<file path="config.mk">
export PLATFORM = sky130hd
export DESIGN_NAME = qcore_reg_wr_arb
export DESIGN_NICKNAME = d
export VERILOG_FILES = /design/src/rtl/qcore_reg_wr_arb.sv
export SDC_FILE = /design/constraint.sdc
export NUM_CORES = 1
export LEC_CHECK = 0
export CAP_MARGIN = 20
export CELL_PAD_IN_SITES_DETAIL_PLACEMENT = 0
export CELL_PAD_IN_SITES_GLOBAL_PLACEMENT = 1
export CORE_MARGIN = 4
export CORE_UTILIZATION = 36
export DETAILED_ROUTE_END_ITERATION = 12
export GPL_ROUTABILITY_DRIVEN = 0
export PLACE_DENSITY = 0.92
export SKIP_LAST_GASP = 1
export SYNTH_ARGS = -nofsm -noshare
export SYNTH_HDL_FRONTEND = slang
export SYNTH_SLANG_ARGS = --single-unit
</file>
<file path="constraint.sdc">
create_clock -name clk_i -period 5.15 [get_ports clk_i]
set_input_delay 1.03 -clock clk_i [delete_from_list [all_inputs] [get_ports clk_i]]
set_output_delay 1.03 -clock clk_i [all_outputs]
set_load 0.01 [all_outputs]
</file>
<file path="src/rtl/qcore_reg_wr_arb.sv">
`default_nettype none
// ============================================================================
//  Module   : qcore_reg_wr_arb
//  Brief    : Register-bank write arbiter: core writeback > host / block-fill
//             (round-robin), with a registered write port and conflict counter.
//  Revision : 1.0  initial release
// ============================================================================
module qcore_reg_wr_arb #(
    parameter int ADDR_W = 7
) (
    input  logic              clk_i,
    input  logic              rst_i,
    input  logic              halt_i,
    input  logic              clear_i,
    input  logic              core_we_i,
    input  logic [ADDR_W-1:0] core_addr_i,
    input  logic [31:0]       core_dt_i,
    input  logic              ext_req_i,
    input  logic [ADDR_W-1:0] ext_addr_i,
    input  logic [31:0]       ext_dt_i,
    output logic              ext_ack_o,
    input  logic              init_start_i,
    input  logic [ADDR_W-1:0] init_first_i,
    input  logic [ADDR_W-1:0] init_last_i,
    input  logic [31:0]       init_dt_i,
    output logic              init_busy_o,
    output logic              init_done_o,
    output logic              we_o,
    output logic [ADDR_W-1:0] w_addr_o,
    output logic [31:0]       w_dt_o,
    output logic [15:0]       conflict_cnt_o
);

    localparam logic [15:0] c_CNT_MAX = 16'hFFFF;

    typedef enum logic [1:0] {
        S_IDLE = 2'd0,
        S_RUN  = 2'd1,
        S_DONE = 2'd2
    } fill_state_t;

    fill_state_t       r_state;
    fill_state_t       w_state_nxt;
    logic [ADDR_W-1:0] r_cnt;
    logic [ADDR_W-1:0] w_cnt_nxt;
    logic [ADDR_W-1:0] r_last;
    logic [ADDR_W-1:0] w_last_nxt;
    logic [31:0]       r_dt;
    logic [31:0]       w_dt_nxt;
    logic              r_last_ext;

    logic w_active;
    logic w_fill_req;
    logic w_core_gnt;
    logic w_ext_gnt;
    logic w_fill_gnt;
    logic w_ext_unmapped;
    logic w_conflict;

    // rst_i is folded in so the combinational ack is also quiet during reset.
    assign w_active   = ~halt_i & ~clear_i & ~rst_i;
    assign w_fill_req = (r_state == S_RUN);
    assign w_core_gnt = w_active & core_we_i;
    // r_last_ext == 1 means ext won the previous ext/fill grant, so fill wins a tie.
    assign w_ext_gnt  = w_active & ~core_we_i & ext_req_i & (~w_fill_req | ~r_last_ext);
    assign w_fill_gnt = w_active & ~core_we_i & w_fill_req & (~ext_req_i | r_last_ext);

    assign w_ext_unmapped = (ext_addr_i[ADDR_W-1 -: 2] == 2'b11);
    assign w_conflict     = ~halt_i & core_we_i & (ext_req_i | w_fill_req);

    assign ext_ack_o   = w_ext_gnt;
    assign init_busy_o = (r_state == S_RUN) | (r_state == S_DONE);
    assign init_done_o = (r_state == S_DONE);

    // Fill FSM: state register
    always_ff @(posedge clk_i or posedge rst_i) begin
        if (rst_i) begin
            r_state <= S_IDLE;
            r_cnt   <= '0;
            r_last  <= '0;
            r_dt    <= '0;
        end else begin
            r_state <= w_state_nxt;
            r_cnt   <= w_cnt_nxt;
            r_last  <= w_last_nxt;
            r_dt    <= w_dt_nxt;
        end
    end

    // Fill FSM: next-state logic; halt freezes everything, clear aborts silently
    always_comb begin
        w_state_nxt = r_state;
        w_cnt_nxt   = r_cnt;
        w_last_nxt  = r_last;
        w_dt_nxt    = r_dt;
        if (clear_i) begin
            w_state_nxt = S_IDLE;
            w_cnt_nxt   = '0;
        end else if (!halt_i) begin
            case (r_state)
                S_IDLE: begin
                    if (init_start_i) begin
                        w_state_nxt = S_RUN;
                        w_cnt_nxt   = init_first_i;
                        w_last_nxt  = init_last_i;
                        w_dt_nxt    = init_dt_i;
                    end
                end
                S_RUN: begin
                    if (w_fill_gnt) begin
                        w_cnt_nxt = r_cnt + 1'b1;
                        if (r_cnt == r_last) begin
                            w_state_nxt = S_DONE;
                        end
                    end
                end
                S_DONE: begin
                    w_state_nxt = S_IDLE;
                end
                default: begin
                    w_state_nxt = S_IDLE;
                end
            endcase
        end
    end

    // Round-robin history; only ext/fill grants move it
    always_ff @(posedge clk_i or posedge rst_i) begin
        if (rst_i) begin
            r_last_ext <= 1'b0;
        end else if (clear_i) begin
            r_last_ext <= 1'b0;
        end else if (w_ext_gnt) begin
            r_last_ext <= 1'b1;
        end else if (w_fill_gnt) begin
            r_last_ext <= 1'b0;
        end
    end

    // Registered write port: grant in cycle N appears in cycle N+1
    always_ff @(posedge clk_i or posedge rst_i) begin
        if (rst_i) begin
            we_o     <= 1'b0;
            w_addr_o <= '0;
            w_dt_o   <= '0;
        end else begin
            we_o <= w_core_gnt | w_fill_gnt | (w_ext_gnt & ~w_ext_unmapped);
            if (w_core_gnt) begin
                w_addr_o <= core_addr_i;
                w_dt_o   <= core_dt_i;
            end else if (w_ext_gnt) begin
                w_addr_o <= ext_addr_i;
                w_dt_o   <= ext_dt_i;
            end else if (w_fill_gnt) begin
                w_addr_o <= r_cnt;
                w_dt_o   <= r_dt;
            end
        end
    end

    always_ff @(posedge clk_i or posedge rst_i) begin
        if (rst_i) begin
            conflict_cnt_o <= '0;
        end else if (clear_i) begin
            conflict_cnt_o <= '0;
        end else if (w_conflict && (conflict_cnt_o != c_CNT_MAX)) begin
            conflict_cnt_o <= conflict_cnt_o + 16'd1;
        end
    end

endmodule
`default_nettype wire

</file>
==> results of run 1 <==
## cell type report
class	instances	area share
Inverter	9	0.00486
Multi-Input combinational cell	311	0.310
Clock inverter	1	0.00101
Sequential cell	105	0.352
Timing Repair Buffer	196	0.263
Clock buffer	15	0.0386
Tap cell	180	0.0302
## worst reg2reg max path, cell delays in order, from the launching register on
cell	delay (ns)
dfrtp_1	0.39
inv_1	0.12
ha_1	0.52
nor2_1	0.16
nor2_1	0.13
nand2_1	0.50
buf_4	0.43
o21ai_0	0.19
## stage by stage
stage / setup slack, ns / utilization
floorplan: 1.36 / -
CTS: 1.19 / 0.539
detailed placement: 1.19 / 0.518
global placement: 1.24 / 0.516
finish: 1.19 / 0.539
global route: 1.11 / 0.539
## sequential cells by signal, summed over array words and instances (netlist names)
register	count
conflict_cnt_o	16
r_last_ext	1
r_cnt	7
we_o	1
w_addr_o	7
w_dt_o	32
r_dt	32
r_last	7
r_state	2
## metal layers
| metal | vias to the layer above | global-route usage |
|---|---|---|
| met1 | 2122 | 0.237 |
| li1 | 2012 | - |
| met3 | 34 | 0.0442 |
| met4 | 0 | 0.101 |
| met5 | - | 0 |
| met2 | 187 | 0.302 |
## layout by cell type (no fill, tap or decap), drive strengths merged, types with 2 or more instances in the layout
cell           count
a21oi              9
a22o               3
a22oi             39
a311oi             2
a31oi              2
and2               2
and3               3
buf                7
clkbuf            15
clkdlybuf4s50    189
dfrtp            105
ha                 6
inv                9
mux2              39
mux2i             44
nand2             14
nand2b             6
nand3              9
nand4              3
nor2              27
nor2b              2
nor3              10
nor4               9
o211ai             3
o21ai             44
o22ai              4
o31ai              2
or2                3
or3                4
xnor2              9
xor2              10
## where the power goes
group / total (mW) / internal, mW / switching [mW]
sequential: 1.33 / 1.12 / 0.211
clock: 0.674 / 0.382 / 0.292
combinational: 1.08 / 0.633 / 0.447
total: 3.08 / 2.13 / 0.950
## path summary, 6_finish.rpt
check                           start                 to  slack [ns]
max reg2reg                r_state[1]          w_dt_o[7]        2.64
min                           r_dt[0]            r_dt[0]        0.51
max                         core_we_i          ext_ack_o        1.19
min reg2reg                   r_dt[0]            r_dt[0]        0.51
max in group asynchronous       rst_i         w_dt_o[10]        3.13
min in group asynchronous       rst_i  conflict_cnt_o[9]        1.19
## cells by family after synthesis
| group | Yosys count |
|---|---|
| buffers and inverters | 39 |
| adder cells (fa/ha/maj) | 6 |
| multiplexers | 83 |
| flip-flops | 105 |
| AO/OA/AOI/OAI | 109 |
| XOR/XNOR | 19 |
| AND/OR/NAND/NOR | 94 |
==> impl_metrics.py, run 1 <==
metrics = {
    "route": {
        "dr_wl_met2_um": 7280,
        "vias": 4355,
        "antenna_left": 0,
        "wire_per_inst_um": 18.5,
        "vias_per_cell": 5.33,
        "drt-initial-drc-count": 243,
        "drc_errors": 0,
        "wl_met3_um": 954,
        "dr.pass1.iters": 5,
        "wl_um": 15100,
        "drt-met1-wl_um": 6290,
        "top_layer": "met4",
    },
    "yosys": {
        "synth_xor_area_frac": 0.0328,
        "synth_top_family_by_area": "multiplexers",
        "yosys.area_share.adder": 0.0148,
        "ys_warn_count": 0,
        "synthSimpleGateAreaFrac": 0.0944,
        "synth.area.top_cells": "dfrtp_1, mux2i_1, mux2_2",
        "async_flop_share": 1.00,
        "syn_nets": 592,
        "synth_edf_count": 0,
        "netlist.area_leader.share": 0.517,
        "synth.avg_cell_area_um2": 11.2,
        "synth_flop_cell": "dfrtp_1",
        "synth.area.mux_share": 0.173,
        "synth_top_cell_by_area": "dfrtp_1",
        "synth_common_cells": "dfrtp_1, mux2i_1, o21ai_0, a22oi_1, mux2_2",
        "ys_ff_latch": 105,
        "synth_cells": 455,
        "synth_compound_area_frac": 0.135,
        "synth_most_common_cell": "dfrtp_1",
        "ys_types": 37,
        "syn-cell-area_um2": 5080,
        "synth_seq_area_share": 0.517,
    },
    "cts": {
        "htreeDepth": 3,
        "cts_buffer_depth": 2,
        "cts_tree": "built",
        "clock_latency_ns": 0.34,
        "cts_setup_buffers": 0,
        "clkSinkCount": 105,
        "root_buffer": "clkbuf_16",
        "cts_hold_buf": 0,
        "cts_resized": 0,
        "cts_buffers": 9,
        "clk_transition_reported_paths_ns": 0.07,
    },
    "timing": {
        "fin_crit_ns": 3.96,
        "tightest_slew_ns": 0.947,
        "clock.fmax_ghz": 0.252,
        "setup_viol": 0,
        "fin_tns_setup_ns": 0,
        "hold_viol_final": 0,
        "rsz0062_at_grt": "false",
        "slew_headroom": 0.369,
        "slew_viol_final": 0,
        "whs_ns": 0.508,
        "skew_ns": 0.00681,
        "fin_crit_sh": 0.769,
    },
    "worst_setup_path": {
        "path_buf_inv": 3,
        "critPathKind": "in2out",
        "slowest_delay_ns": 0.61,
        "worstPathMaxFanout": 6,
        "path_depth": 5,
        "crit_chain": "clkdlybuf4s50_1, nor3_1, nand3_2, inv_1, clkdlybuf4s50_1",
        "cp-end-kind": "output port",
        "crit_required_ns": 4.12,
        "critPathLaunchType": "input pin",
        "worstPathArrival_ns": 2.93,
        "crit_path_top_delay_cell": "clkdlybuf4s50_1",
        "reg2reg_depth": 7,
        "crit_family": "buffers and inverters",
        "crit_path_frequent_cell": "clkdlybuf4s50_1",
    },
    "global_route": {
        "grt_antenna_before_repair": 0,
        "grt-ovfl-total": 0,
        "grt_max_degree": 48,
        "grt_first_pass_wirelength_um": 24200,
        "grtUsageTotal": 0.189,
        "grt_pass1_vias": 4628,
    },
    "flow_run": {
        "cap_violations": 0,
    },
    "placement": {
        "placed_area_um2": 7160,
        "dpl.cell_count": 801,
        "hpwl_um": 11000,
        "portBuffers": 189,
    },
    "power": {
        "p_per_area_nw_per_um2": 413,
        "total_power_mw": 3.08,
        "p_leak_nw": 3.26,
        "ir_drop_v": 0.000193,
    },
    "finish": {
        "fillers": 1163,
        "fin_cells": 817,
        "final_net_count": 769,
        "drive_above_1_share": 0.108,
        "regArea_um2": 2630,
        "fin_area_um2": 7460,
        "multi_input_area_um2": 2310,
        "diodes": 0,
        "syn2layout_area_growth_pct": 46.9,
    },
    "floorplanning": {
        "die_area_um2": 16100,
        "core_area_um2": 13800,
        "dieHeight_um": 127,
        "die_w_um": 127,
        "core.rowCount": 43,
        "start_util": 0.367,
        "pin_count": 190,
    },
    "worst_hold_path": {
        "hp-class": "reg2reg",
        "hold_depth": 1,
    },
    "status": {
        "status": "completed",
    },
}
No activity file was read; power rests on OpenSTA's default activity.
==> inputs of run 2 (changes only) <==
--- a/config.mk
+++ b/config.mk
@@ -9,10 +9,10 @@
 export CELL_PAD_IN_SITES_DETAIL_PLACEMENT = 0
 export CELL_PAD_IN_SITES_GLOBAL_PLACEMENT = 1
 export CORE_MARGIN = 4
-export CORE_UTILIZATION = 36
+export CORE_UTILIZATION = 34
 export DETAILED_ROUTE_END_ITERATION = 12
 export GPL_ROUTABILITY_DRIVEN = 0
-export PLACE_DENSITY = 0.92
+export PLACE_DENSITY = 0.88
 export SKIP_LAST_GASP = 1
 export SYNTH_ARGS = -nofsm -noshare
 export SYNTH_HDL_FRONTEND = slang
==> constraint.sdc (replaced) <==
create_clock -name clk_i -period 3.7 [get_ports clk_i]
set_input_delay 0.74 -clock clk_i [delete_from_list [all_inputs] [get_ports clk_i]]
set_output_delay 0.74 -clock clk_i [all_outputs]
set_load 0.01 [all_outputs]
==> impl_metrics.py, run 2 (synthesis results as in run 1) <==
metrics = {
    "status": {
        "status": "completed",
    },
    "finish": {
        "diodes": 0,
        "syn2layout_area_growth_pct": 48.0,
        "mostFrequentLayoutCells": "clkdlybuf4s50_1, dfrtp_1, mux2i_1",
        "reg.largest.list": "r_dt (32), w_dt_o (32), conflict_cnt_o (16)",
        "drive_above_1_share": 0.114,
        "final_net_count": 771,
        "fillers": 1291,
        "final_common_cell": "clkdlybuf4s50_1",
    },
    "floorplanning": {
        "start_util": 0.348,
        "core_area_um2": 14600,
        "core.rowCount": 44,
        "dieHeight_um": 130,
        "die_area_um2": 17000,
        "die_w_um": 130,
        "pin_count": 190,
    },
    "route": {
        "wire_per_inst_um": 18.5,
        "antenna_left": 0,
        "drt-initial-drc-count": 264,
        "wl_um": 15200,
        "dr.pass1.iters": 4,
        "vias": 4296,
        "vias_per_cell": 5.22,
        "drc_errors": 0,
    },
    "timing": {
        "fin_tns_setup_ns": 0,
        "hold_viol_final": 0,
        "slew_viol_final": 0,
        "setup_ws_ns": 0.567,
        "slew_headroom": 0.516,
        "skew_ns": 0.00668,
        "clock.fmax_ghz": 0.319,
        "setup_viol": 0,
        "rsz0062_at_grt": "false",
        "tightest_slew_ns": 0.727,
        "fin_crit_ns": 3.13,
        "fin_crit_sh": 0.847,
    },
    "global_route": {
        "grt-ovfl-total": 0,
        "grtUsageTotal": 0.179,
        "grt_max_degree": 58,
        "grt_antenna_before_repair": 0,
        "grt_pass1_vias": 4584,
        "grt_first_pass_wirelength_um": 23700,
    },
    "flow_run": {
        "cap_violations": 0,
    },
    "power": {
        "clock_power_share": 0.237,
        "p_leak_nw": 3.29,
        "ir_drop_v": 0.000304,
        "pwr-share-seq": 0.421,
        "swShare": 0.310,
        "p_comb_frac": 0.342,
        "power_switching_mw": 1.37,
        "p_int_mw": 3.04,
        "p_per_area_nw_per_um2": 586,
    },
    "worst_setup_path": {
        "crit_required_ns": 2.96,
        "critPathLaunchType": "input pin",
        "worstPathArrival_ns": 2.39,
        "crit_path_top_delay_cell": "clkdlybuf4s50_1",
        "crit_chain": "clkdlybuf4s50_1, nor3_1, nand3_2, inv_1, clkdlybuf4s50_1",
        "slowest_delay_ns": 0.59,
        "path_buf_inv": 3,
        "crit_path_frequent_cell": "clkdlybuf4s50_1",
        "cp-end-kind": "output port",
        "critPathKind": "in2out",
        "crit_family": "buffers and inverters",
        "worstPathMaxFanout": 6,
    },
    "cts": {
        "cts_buffers": 9,
        "cts_tree": "built",
        "clk_transition_reported_paths_ns": 0.07,
        "cts_setup_buffers": 0,
        "cts_buffer_depth": 2,
        "clock_latency_ns": 0.35,
        "root_buffer": "clkbuf_16",
        "htreeDepth": 3,
        "cts_hold_buf": 0,
        "clkSinkCount": 105,
        "cts_resized": 0,
    },
    "placement": {
        "dp_worst_setup_slack_ns": 0.530,
        "hpwl_um": 11100,
        "portBuffers": 189,
    },
    "worst_hold_path": {
        "hp-class": "reg2reg",
    },
}
## run 2: cell types whose count changed in the layout (fill, tap and decap cells not counted)
cell / change
clkbuf_8: -4
inv_6: +3
buf_12: +2
bufinv_16: +2
clkbuf_1: -2
buf_16: -1
buf_4: +1
clkinv_2: +1
## run 2: per-stage QoR
stage / area (um2) / std cells / hold WS [ns] / utilization / total power, mW
detailed placement: 7190 / 807 / 0.496 / 0.493 / 3.40
finish: 7510 / 823 / 0.508 / 0.515 / 4.40
floorplan: 5080 / 455 / 0.479 / - / 2.66
CTS: 7510 / 823 / 0.511 / 0.515 / 4.46
global placement: 7190 / 807 / 0.489 / 0.493 / 3.33
global route: 7510 / 823 / 0.519 / 0.515 / 4.68
## run 2: cell type report
type	instances	area, um2	area share
sequential	105	2630	0.350
multi-input combinational	311	2310	0.308
timing repair buffer	198	1980	0.264
tap	184	230	0.0306
clock buffer	9	225	0.0300
clock inverter	7	98.8	0.0132
inverter	9	36.3	0.00483
## run 2: power groups by stage
stage / logic [mW] / registers [mW] / clock network (mW)
2_1_floorplan: 0.822 / 1.84 / 0
3_3_place_gp: 1.48 / 1.86 / 0
3_5_place_dp: 1.53 / 1.87 / 0
4_1_cts: 1.53 / 1.86 / 1.08
5_1_grt: 1.65 / 1.91 / 1.11
6_report: 1.51 / 1.85 / 1.04
## run 2: worst paths after layout
check / startpoint / slack (ns) / cells after the start / end
worst max-delay path: core_we_i / 0.57 / 5 / ext_ack_o
worst min-delay path: r_dt[2] / 0.51 / 1 / r_dt[2]
worst max register to register: r_state[1] / 1.25 / 7 / w_dt_o[1]
worst min register to register: r_dt[2] / 0.51 / 1 / r_dt[2]
max in group asynchronous: rst_i / 2.09 / 3 / w_addr_o[5]
min in group asynchronous: rst_i / 0.87 / 2 / conflict_cnt_o[5]
## run 2: metal layers
metal,part of all wire,vias to the layer above,global-route usage,wire length (um)
li1,-,2023,-,-
met1,0.42,2091,0.225,6360
met2,0.48,158,0.292,7350
met3,0.076,24,0.0487,1160
met4,0.024,0,0.0740,372
met5,0,-,0,0
